<file path="src/rtl/spi_word_slave_if.sv">
// spi_word_slave_if
//   Bus bundle for the SPI word slave. Serial clock and reset stay outside
//   as plain ports on the slave module.
//   Signals:
//     MOSI, CS           serial data in (MSB first) / frame enable (active high)
//     MISO               registered serial data out
//     TX_DATA, TX_ACK    next word to transmit / 1-cycle "TX_DATA sampled" pulse
//     RX_DATA, RX_VALID  last accepted received word / unconsumed-word flag
//     RX_READY           consumer accepts RX_DATA when RX_VALID=1
//     OVERRUN, CLR_OVR   sticky dropped-word flag / clear request
//     LED                low LED_W bits of the last accepted word
//     WORD_CNT           wrapping count of accepted words
//   Modports: slave (the SPI word slave), master (SPI host + consumer side).
interface spi_word_slave_if #(
  parameter int DATA_W = 8,
  parameter int LED_W  = 4,
  parameter int CNT_W  = 8
);
  logic              MOSI;
  logic              CS;
  logic              MISO;
  logic [DATA_W-1:0] TX_DATA;
  logic              TX_ACK;
  logic [DATA_W-1:0] RX_DATA;
  logic              RX_VALID;
  logic              RX_READY;
  logic              OVERRUN;
  logic              CLR_OVR;
  logic [LED_W-1:0]  LED;
  logic [CNT_W-1:0]  WORD_CNT;

  modport slave (
    input  MOSI, CS, TX_DATA, RX_READY, CLR_OVR,
    output MISO, TX_ACK, RX_DATA, RX_VALID, OVERRUN, LED, WORD_CNT
  );

  modport master (
    output MOSI, CS, TX_DATA, RX_READY, CLR_OVR,
    input  MISO, TX_ACK, RX_DATA, RX_VALID, OVERRUN, LED, WORD_CNT
  );
endinterface

</file>
<file path="src/rtl/spi_word_slave.sv">
// spi_word_slave
//   SPI slave moving DATA_W-bit words MSB first, one bit per SLK posedge.
//   Received words go to a valid/ready port; transmit words are loaded at the
//   first bit of every word, so back-to-back words within one CS frame work.
//   Ports:
//     SLK    serial clock, all logic on posedge
//     RST_N  asynchronous active-low reset
//     bus    spi_word_slave_if.slave (see interface header for members)
//   Build option:
//     SPI_LOOPBACK_EN  defined: transmit word comes from RX_DATA and TX_DATA
//                      is ignored (TX_ACK still pulses on each load).
//
//   state | meaning
//   IDLE  | CS=0: bit counter held at 0, MISO low, partial word discarded
//   SHIFT | CS=1: shift one bit in and out per edge, cnt walks 0..DATA_W-1
module spi_word_slave #(
  parameter int DATA_W = 8,
  parameter int LED_W  = 4,
  parameter int CNT_W  = 8
) (
  input logic             SLK,
  input logic             RST_N,
  spi_word_slave_if.slave bus
);

  localparam int CW = $clog2(DATA_W);
  localparam logic [CW-1:0] LAST = CW'(DATA_W - 1);

  typedef enum logic {IDLE, SHIFT} state_t;

  state_t            mode;
  logic [CW-1:0]     cnt;
  logic [DATA_W-2:0] rx_sh;
  logic [DATA_W-1:0] tx_sh;
  logic [DATA_W-1:0] tx_src;
  logic [DATA_W-1:0] rx_word;
  logic              complete;
  logic              accept;
  logic              drop;

  // The frame state follows CS directly; a CS drop aborts the word on the
  // very next edge without waiting for a registered state change.
  assign mode = bus.CS ? SHIFT : IDLE;

`ifdef SPI_LOOPBACK_EN
  logic unused_tx_data;
  assign tx_src         = bus.RX_DATA;
  assign unused_tx_data = ^bus.TX_DATA;
`else
  assign tx_src = bus.TX_DATA;
`endif

  // Only DATA_W-1 bits are kept; the final bit is taken straight from MOSI.
  assign rx_word  = {rx_sh, bus.MOSI};
  assign complete = bus.CS && (cnt == LAST);
  assign accept   = complete && (!bus.RX_VALID || bus.RX_READY);
  assign drop     = complete && !accept;

  always_ff @(posedge SLK or negedge RST_N) begin
    if (!RST_N) begin
      cnt          <= '0;
      rx_sh        <= '0;
      tx_sh        <= '0;
      bus.MISO     <= 1'b0;
      bus.TX_ACK   <= 1'b0;
      bus.RX_DATA  <= '0;
      bus.RX_VALID <= 1'b0;
      bus.OVERRUN  <= 1'b0;
      bus.LED      <= '0;
      bus.WORD_CNT <= '0;
    end else begin
      case (mode)
        IDLE: begin
          cnt        <= '0;
          bus.MISO   <= 1'b0;
          bus.TX_ACK <= 1'b0;
        end
        SHIFT: begin
          rx_sh <= rx_word[DATA_W-2:0];
          cnt   <= (cnt == LAST) ? '0 : cnt + 1'b1;
          if (cnt == '0) begin
            bus.MISO   <= tx_src[DATA_W-1];
            tx_sh      <= tx_src << 1;
            bus.TX_ACK <= 1'b1;
          end else begin
            bus.MISO   <= tx_sh[DATA_W-1];
            tx_sh      <= tx_sh << 1;
            bus.TX_ACK <= 1'b0;
          end
        end
        default: begin
          cnt        <= '0;
          bus.MISO   <= 1'b0;
          bus.TX_ACK <= 1'b0;
        end
      endcase

      // Consumer handshake runs regardless of CS; a completion in the same
      // cycle as RX_READY replaces the word and keeps RX_VALID high.
      if (accept) begin
        bus.RX_DATA  <= rx_word;
        bus.LED      <= rx_word[LED_W-1:0];
        bus.RX_VALID <= 1'b1;
        bus.WORD_CNT <= bus.WORD_CNT + 1'b1;
      end else if (!complete && bus.RX_VALID && bus.RX_READY) begin
        bus.RX_VALID <= 1'b0;
      end

      // A drop in the same cycle as a clear request leaves the flag set.
      if (drop)
        bus.OVERRUN <= 1'b1;
      else if (bus.CLR_OVR)
        bus.OVERRUN <= 1'b0;
    end
  end

endmodule
</file>
<file path="src/flat_wrapper.sv">
// flat-port wrapper written by rule: the top's interface ports become plain ports
module spi_word_slave_flat 
#(
  parameter int DATA_W = 8,
  parameter int LED_W  = 4,
  parameter int CNT_W  = 8
)
  (SLK, RST_N, bus_MOSI, bus_CS, bus_TX_DATA, bus_RX_READY, bus_CLR_OVR, bus_MISO, bus_TX_ACK, bus_RX_DATA, bus_RX_VALID, bus_OVERRUN, bus_LED, bus_WORD_CNT);
  spi_word_slave_if #(.DATA_W(DATA_W), .LED_W(LED_W), .CNT_W(CNT_W)) bus_i ();
  input logic SLK;
  input logic RST_N;
  input wire logic [$bits(bus_i.MOSI)-1:0] bus_MOSI;
  input wire logic [$bits(bus_i.CS)-1:0] bus_CS;
  input wire logic [$bits(bus_i.TX_DATA)-1:0] bus_TX_DATA;
  input wire logic [$bits(bus_i.RX_READY)-1:0] bus_RX_READY;
  input wire logic [$bits(bus_i.CLR_OVR)-1:0] bus_CLR_OVR;
  output wire logic [$bits(bus_i.MISO)-1:0] bus_MISO;
  output wire logic [$bits(bus_i.TX_ACK)-1:0] bus_TX_ACK;
  output wire logic [$bits(bus_i.RX_DATA)-1:0] bus_RX_DATA;
  output wire logic [$bits(bus_i.RX_VALID)-1:0] bus_RX_VALID;
  output wire logic [$bits(bus_i.OVERRUN)-1:0] bus_OVERRUN;
  output wire logic [$bits(bus_i.LED)-1:0] bus_LED;
  output wire logic [$bits(bus_i.WORD_CNT)-1:0] bus_WORD_CNT;
  assign bus_i.MOSI = bus_MOSI;
  assign bus_i.CS = bus_CS;
  assign bus_i.TX_DATA = bus_TX_DATA;
  assign bus_i.RX_READY = bus_RX_READY;
  assign bus_i.CLR_OVR = bus_CLR_OVR;
  assign bus_MISO = bus_i.MISO;
  assign bus_TX_ACK = bus_i.TX_ACK;
  assign bus_RX_DATA = bus_i.RX_DATA;
  assign bus_RX_VALID = bus_i.RX_VALID;
  assign bus_OVERRUN = bus_i.OVERRUN;
  assign bus_LED = bus_i.LED;
  assign bus_WORD_CNT = bus_i.WORD_CNT;
  spi_word_slave #(.DATA_W(DATA_W), .LED_W(LED_W), .CNT_W(CNT_W)) u_core (.SLK(SLK), .RST_N(RST_N), .bus(bus_i));
endmodule
</file>
<file path="config.mk">
export PLATFORM = sky130hd
export DESIGN_NAME = spi_word_slave_flat
export DESIGN_NICKNAME = d
export VERILOG_FILES = /design/src/rtl/spi_word_slave_if.sv /design/src/rtl/spi_word_slave.sv /design/src/flat_wrapper.sv
export SDC_FILE = /design/constraint.sdc
export NUM_CORES = 1
export LEC_CHECK = 0
export ABC_AREA = 1
export BUFFER_PORTS_ARGS = -buffer_cell sky130_fd_sc_hd__buf_2
export CORE_ASPECT_RATIO = 2
export CORE_MARGIN = 2
export CORE_UTILIZATION = 35
export CTS_BUF_LIST = sky130_fd_sc_hd__clkbuf_4 sky130_fd_sc_hd__clkbuf_8
export DETAILED_ROUTE_END_ITERATION = 6
export PLACE_DENSITY = 0.62
export SYNTH_ARGS = -nofsm -noshare
export SYNTH_HDL_FRONTEND = slang
export SYNTH_SLANG_ARGS = --single-unit
</file>
<file path="constraint.sdc">
create_clock -name SLK -period 2 [get_ports SLK]
set_clock_uncertainty 0.2 [all_clocks]
set_input_delay 0.2 -clock SLK [delete_from_list [all_inputs] [get_ports SLK]]
set_output_delay 0.2 -clock SLK [all_outputs]
set_load 0.1 [all_outputs]
</file>
# ---- Word level (Yosys, flattened, before mapping)
# Index checks and enable logic that the tools add are counted.
dict set report op_classes {
  n_eq_ne 1
  muxes 12
  bitwise_logic 1
  n_addsub 2
  reduce_logical 12
}
# operator n
set ops {}
lappend ops {{adder 8 x 1 -> 8 bit, second input constant} 1}
lappend ops {{two-way mux 8 bit} 1}
lappend ops {{two-way mux 1 bit} 7}
lappend ops {{case mux 3 bit (2 select lines)} 1}
lappend ops {{logical AND 1 bit} 5}
lappend ops {{case mux 1 bit (2 select lines)} 2}
lappend ops {{nonzero test 2 bit} 2}
lappend ops {{adder 3 x 1 -> 3 bit, second input constant} 1}
lappend ops {{equality test 3 bit, second input constant} 1}
lappend ops {{logical NOT 1 bit} 3}
lappend ops {{logical NOT 3 bit} 1}
lappend ops {{two-way mux 3 bit} 1}
lappend ops {{logical OR 1 bit} 1}
lappend ops {{inverter 1 bit} 1}
dict set report word_totals {
  out_inout_bits 24
  word_cells 38
  reg_bits 42
  input_bits 14
}

# ---- Longest topological paths before layout
dict set report logic_depth {
  depth_word 7
  ltp_mapped 9
  depth_no_buf 9
}

# ---- Worst setup path before layout
# Ideal clock, no wire load.
dict set report synth_path {
  path_type {flip-flop to flip-flop}
  start {register u_core.bus.WORD_CNT[0]}
  end {register u_core.bus.WORD_CNT[6]}
  setup_slack_ns -0.048
  required_ns 1.686
  setup_ns 0.114
  t_arrival_ns 1.733
  period_less_slack_ns 2.048
  stages_incl_launch_ff 7
  path_buffers 0
  cell_sequence {dfrtp_1 > ha_1 > nand3_1 > nor2_4 > nand3_1 > nand2_1 > inv_1}
}
dict set report synth_between {
  elab_chain_cells 1
}
# item line_no
set synth_lines {}
lappend synth_lines {{from (decl)} spi_word_slave_if.sv:34} ;# output MISO, TX_ACK, RX_DATA, RX_VALID, OVERRUN, LED, WORD_CNT
lappend synth_lines {{from (signal assigned)} spi_word_slave.sv:104} ;# bus.WORD_CNT <= bus.WORD_CNT + 1'b1;
lappend synth_lines {{adder 8 x 1 -> 8 bit} spi_word_slave.sv:104}
# No other way between the ends.
# A chain may end at the register's enable or synchronous reset.

# ---- Worst setup path in the final report
dict set report layout_path {
  start {register u_core.cnt[0]}
  end {register u_core.bus.WORD_CNT[3]}
}
dict set report layout_between {
  elab_chain_cells 3
}
# item line_no
set layout_lines {}
lappend layout_lines {{from (decl)} spi_word_slave.sv:32} ;# logic [CW-1:0] cnt;
lappend layout_lines {{from (signal assigned)} spi_word_slave.sv:80} ;# cnt <= (cnt == LAST) ? '0 : cnt + 1'b1;
lappend layout_lines {{equality test 3 bit} spi_word_slave.sv:55} ;# assign complete = bus.CS && (cnt == LAST);
lappend layout_lines {{logical AND 1 bit} spi_word_slave.sv:55}
lappend layout_lines {{logical AND 1 bit} spi_word_slave.sv:56} ;# assign accept = complete && (!bus.RX_VALID || bus.RX_READY);
# No other way between the ends.

==> reports/metrics.cfg <==
[routing]
postRouteAntennaNets = 0
drtIter0Drc = 22
avgRoutedWirePerCell_um = 11.4
drc = 0
via_per_inst = 4.56
routed_wl_mm = 3.18
vias = 1277
drtPass1Iterations = 4

[finish]
multi_input_area_um2 = 564
diodes = 0
num-fill-cells = 486
fin_area_um2 = 2100
syn_to_final_growth_pct = 24.3
seq_area_um2 = 930
finalNetCount = 242
post_route_cells_drive_above_1_share = 0.293

[timing]
fin_hold_ws_ns = 0.0275
setup_viol = 0
slew-limit-headroom = 0.675
tns_ns = 0
tightest_slew_ns = 0.491
timing.final.crit_period_ns = 1.62
post-route-period-util = 0.810
drv_slew = 0
rsz0062_at_grt = false
hold_violations = 0
max_freq_mhz = 617

[synth]
synth_top_family_by_area = simple AND/OR/NAND/NOR gates
synth_edf_count = 0
synth.top_cells.by_area = dfrtp_1 (55%), nand2_1 (7.5%), inv_1 (7.1%)
syn_nets = 193
ys_ff_latch = 37
synthMuxAreaShare = 0
synthAdderAreaFrac = 0.0296
synthSimpleGateAreaFrac = 0.151
synth_compound_area_frac = 0.132
syn_area_per_cell_um2 = 9.67
yosysTopAreaCellShare = 0.547
synthTopCellsByCount = dfrtp_1 (37), nand2_1 (34), inv_1 (32)
yosysSeqAreaShare = 0.547
synth_ff_type = dfrtp_1
syn-cell-area_um2 = 1690
syn_inst = 175
ys_warn_count = 0
yosysTopAreaCell = dfrtp_1
async_reset_ff_frac = 1.00
yosysMostFrequentCell = dfrtp_1
synthDistinctLibCells = 25
yosys.area_share.xor_xnor = 0.0207

[critical_path]
crit_top_cell = ha_1
max_stage_delay_ns = 0.39
cp_num_buf_inv = 1
critPathTopFamily = adder cells
r2r_setup_slack_ns = 0.38
crit_fanout = 19
crit_path_start_kind = register
cp_data_required_time_ns = 1.98
path_class = register to register
cp_slowest_cell = dfrtp_1
worstPathArrival_ns = 1.60
crit_chain = ha_1 -> ha_1 -> nand2_4 -> inv_4 -> nand2_8 -> nor2_8 -> xor2_1
worst_setup_path_end_kind = register

[status]
status = complete, no violations

[floorplan]
die_w_um = 53.2
die_area_um2 = 5440
core_um2 = 4640
fp.dieH_um = 102
io_pins = 38
fp-row-count = 35
start_util = 0.364

[pwr]
ir_drop_mv = 0.455
p_leak_nw = 1.18
cellPowerDensity_nw_per_um2 = 840

[global_route]
antenna_found_initial = 0
grt_max_degree = 20
grt_usage = 0.140
grt_pass1_wl_mm = 5.38
overflow = 0
grt_pass1_vias = 1276

[clock_network]
htreeDepth = 2
clock-root-buffer = clkbuf_8
clk_latency_ns = 0.29
clockBufferDepth = 2
cts.sinks = 37
cts_buffers = 5
cts.clk_slew.worst_paths_ns = 0.07
cts_tree = yes

[placed_design]
place_area_um2 = 1900
gp_congestion = 0.683
hpwl_mm = 2.42
port_buffers = 37

[min_path]
hp-class = input port to register

[flow_run]
maxCapViolCount = 0

-- final timing paths --
| kind | startpoint | endpoint | cells past startpoint |
|---|---|---|---|
| setup / recovery | u_core.cnt[0] | u_core.bus.WORD_CNT[3] | 7 |
| hold / removal | bus_CS | u_core.cnt[2] | 3 |
| setup reg to reg | u_core.cnt[0] | u_core.bus.WORD_CNT[3] | 7 |
| hold reg to reg | u_core.cnt[0] | u_core.cnt[0] | 1 |
| max in group asynchronous | RST_N | u_core.tx_sh[2] | 3 |
| min in group asynchronous | RST_N | u_core.rx_sh[0] | 2 |
-- stage by stage --
stage | setup slack (ns) | utilization | instances | total power [mW]
finish | 0.380 | 0.453 | 280 | 1.77
global route | 0.257 | 0.453 | 280 | 1.87
CTS | 0.364 | 0.453 | 280 | 1.81
detailed placement | 0.363 | 0.409 | 261 | 1.23
global placement | 0.398 | 0.409 | 261 | 1.22
floorplan | 0.0743 | - | 175 | 1.15
-- repair_timing --
item                                    in CTS  in global routing
hold endpoints to repair                    48                  0
hold buffers                                11                  0
gates resized for setup                      0                  0
endpoints found under the setup margin       0                  0
setup buffers                                0                  0
-- routing by layer --
metal,routed length (um),global-route usage,up-vias,share of wire
li1,-,-,636,-
met1,1150,0.134,606,0.36
met2,1780,0.246,27,0.56
met3,134,0.0380,8,0.042
met4,114,0.0966,0,0.036
met5,0,0,-,0
-- registers in the layout (all words and copies together) (netlist names), 3 cells and up --
name / flops
u_core.cnt: 3
u_core.rx_sh: 7
u_core.bus.LED: 3
u_core.bus.WORD_CNT: 8
u_core.bus.RX_DATA: 5
u_core.tx_sh: 7
-- power breakdown --
| part | leakage, nW | total, mW | internal [mW] | switching, mW |
|---|---|---|---|---|
| logic | 0.663 | 0.378 | 0.0853 | 0.293 |
| clock network | 0.0512 | 0.544 | 0.279 | 0.265 |
| registers | 0.469 | 0.845 | 0.815 | 0.0300 |
-- area by class of cell --
| cell class | count | area share |
|---|---|---|
| Multi-Input combinational cell | 96 | 0.268 |
| Sequential cell | 37 | 0.442 |
| Timing Repair Buffer | 51 | 0.151 |
| Tap cell | 55 | 0.0327 |
| Inverter | 33 | 0.0601 |
| Clock inverter | 2 | 0.00654 |
| Clock buffer | 6 | 0.0393 |
-- worst min-delay path, delay by kind of cell --
family	cells	cell delay, ns
buffers and inverters	2	0.20
AND/OR/NAND/NOR	1	0.08
-- cell usage in the layout (no fill, tap or decap), types with 2 or more instances in the layout --
cell,count
nand2_2,2
nand3_1,8
xor2_1,2
buf_2,37
ha_1,4
inv_1,32
xnor2_1,2
clkbuf_8,6
o21ai_2,7
dlygate4sd3_1,11
nand2_1,34
dfrtp_1,34
buf_4,3
nor2_1,2
a21oi_1,7
dfrtp_2,3
o21ai_0,21
-- cell families (layout without fill, tap and decap cells) --
group / Yosys count / count (layout)
compound gates: 37 / 37
xor+xnor: 4 / 4
fa+ha+maj: 4 / 4
buf+inv: 42 / 92
flops: 37 / 37
simple gates: 51 / 51
(Power assumes the default switching activity.)
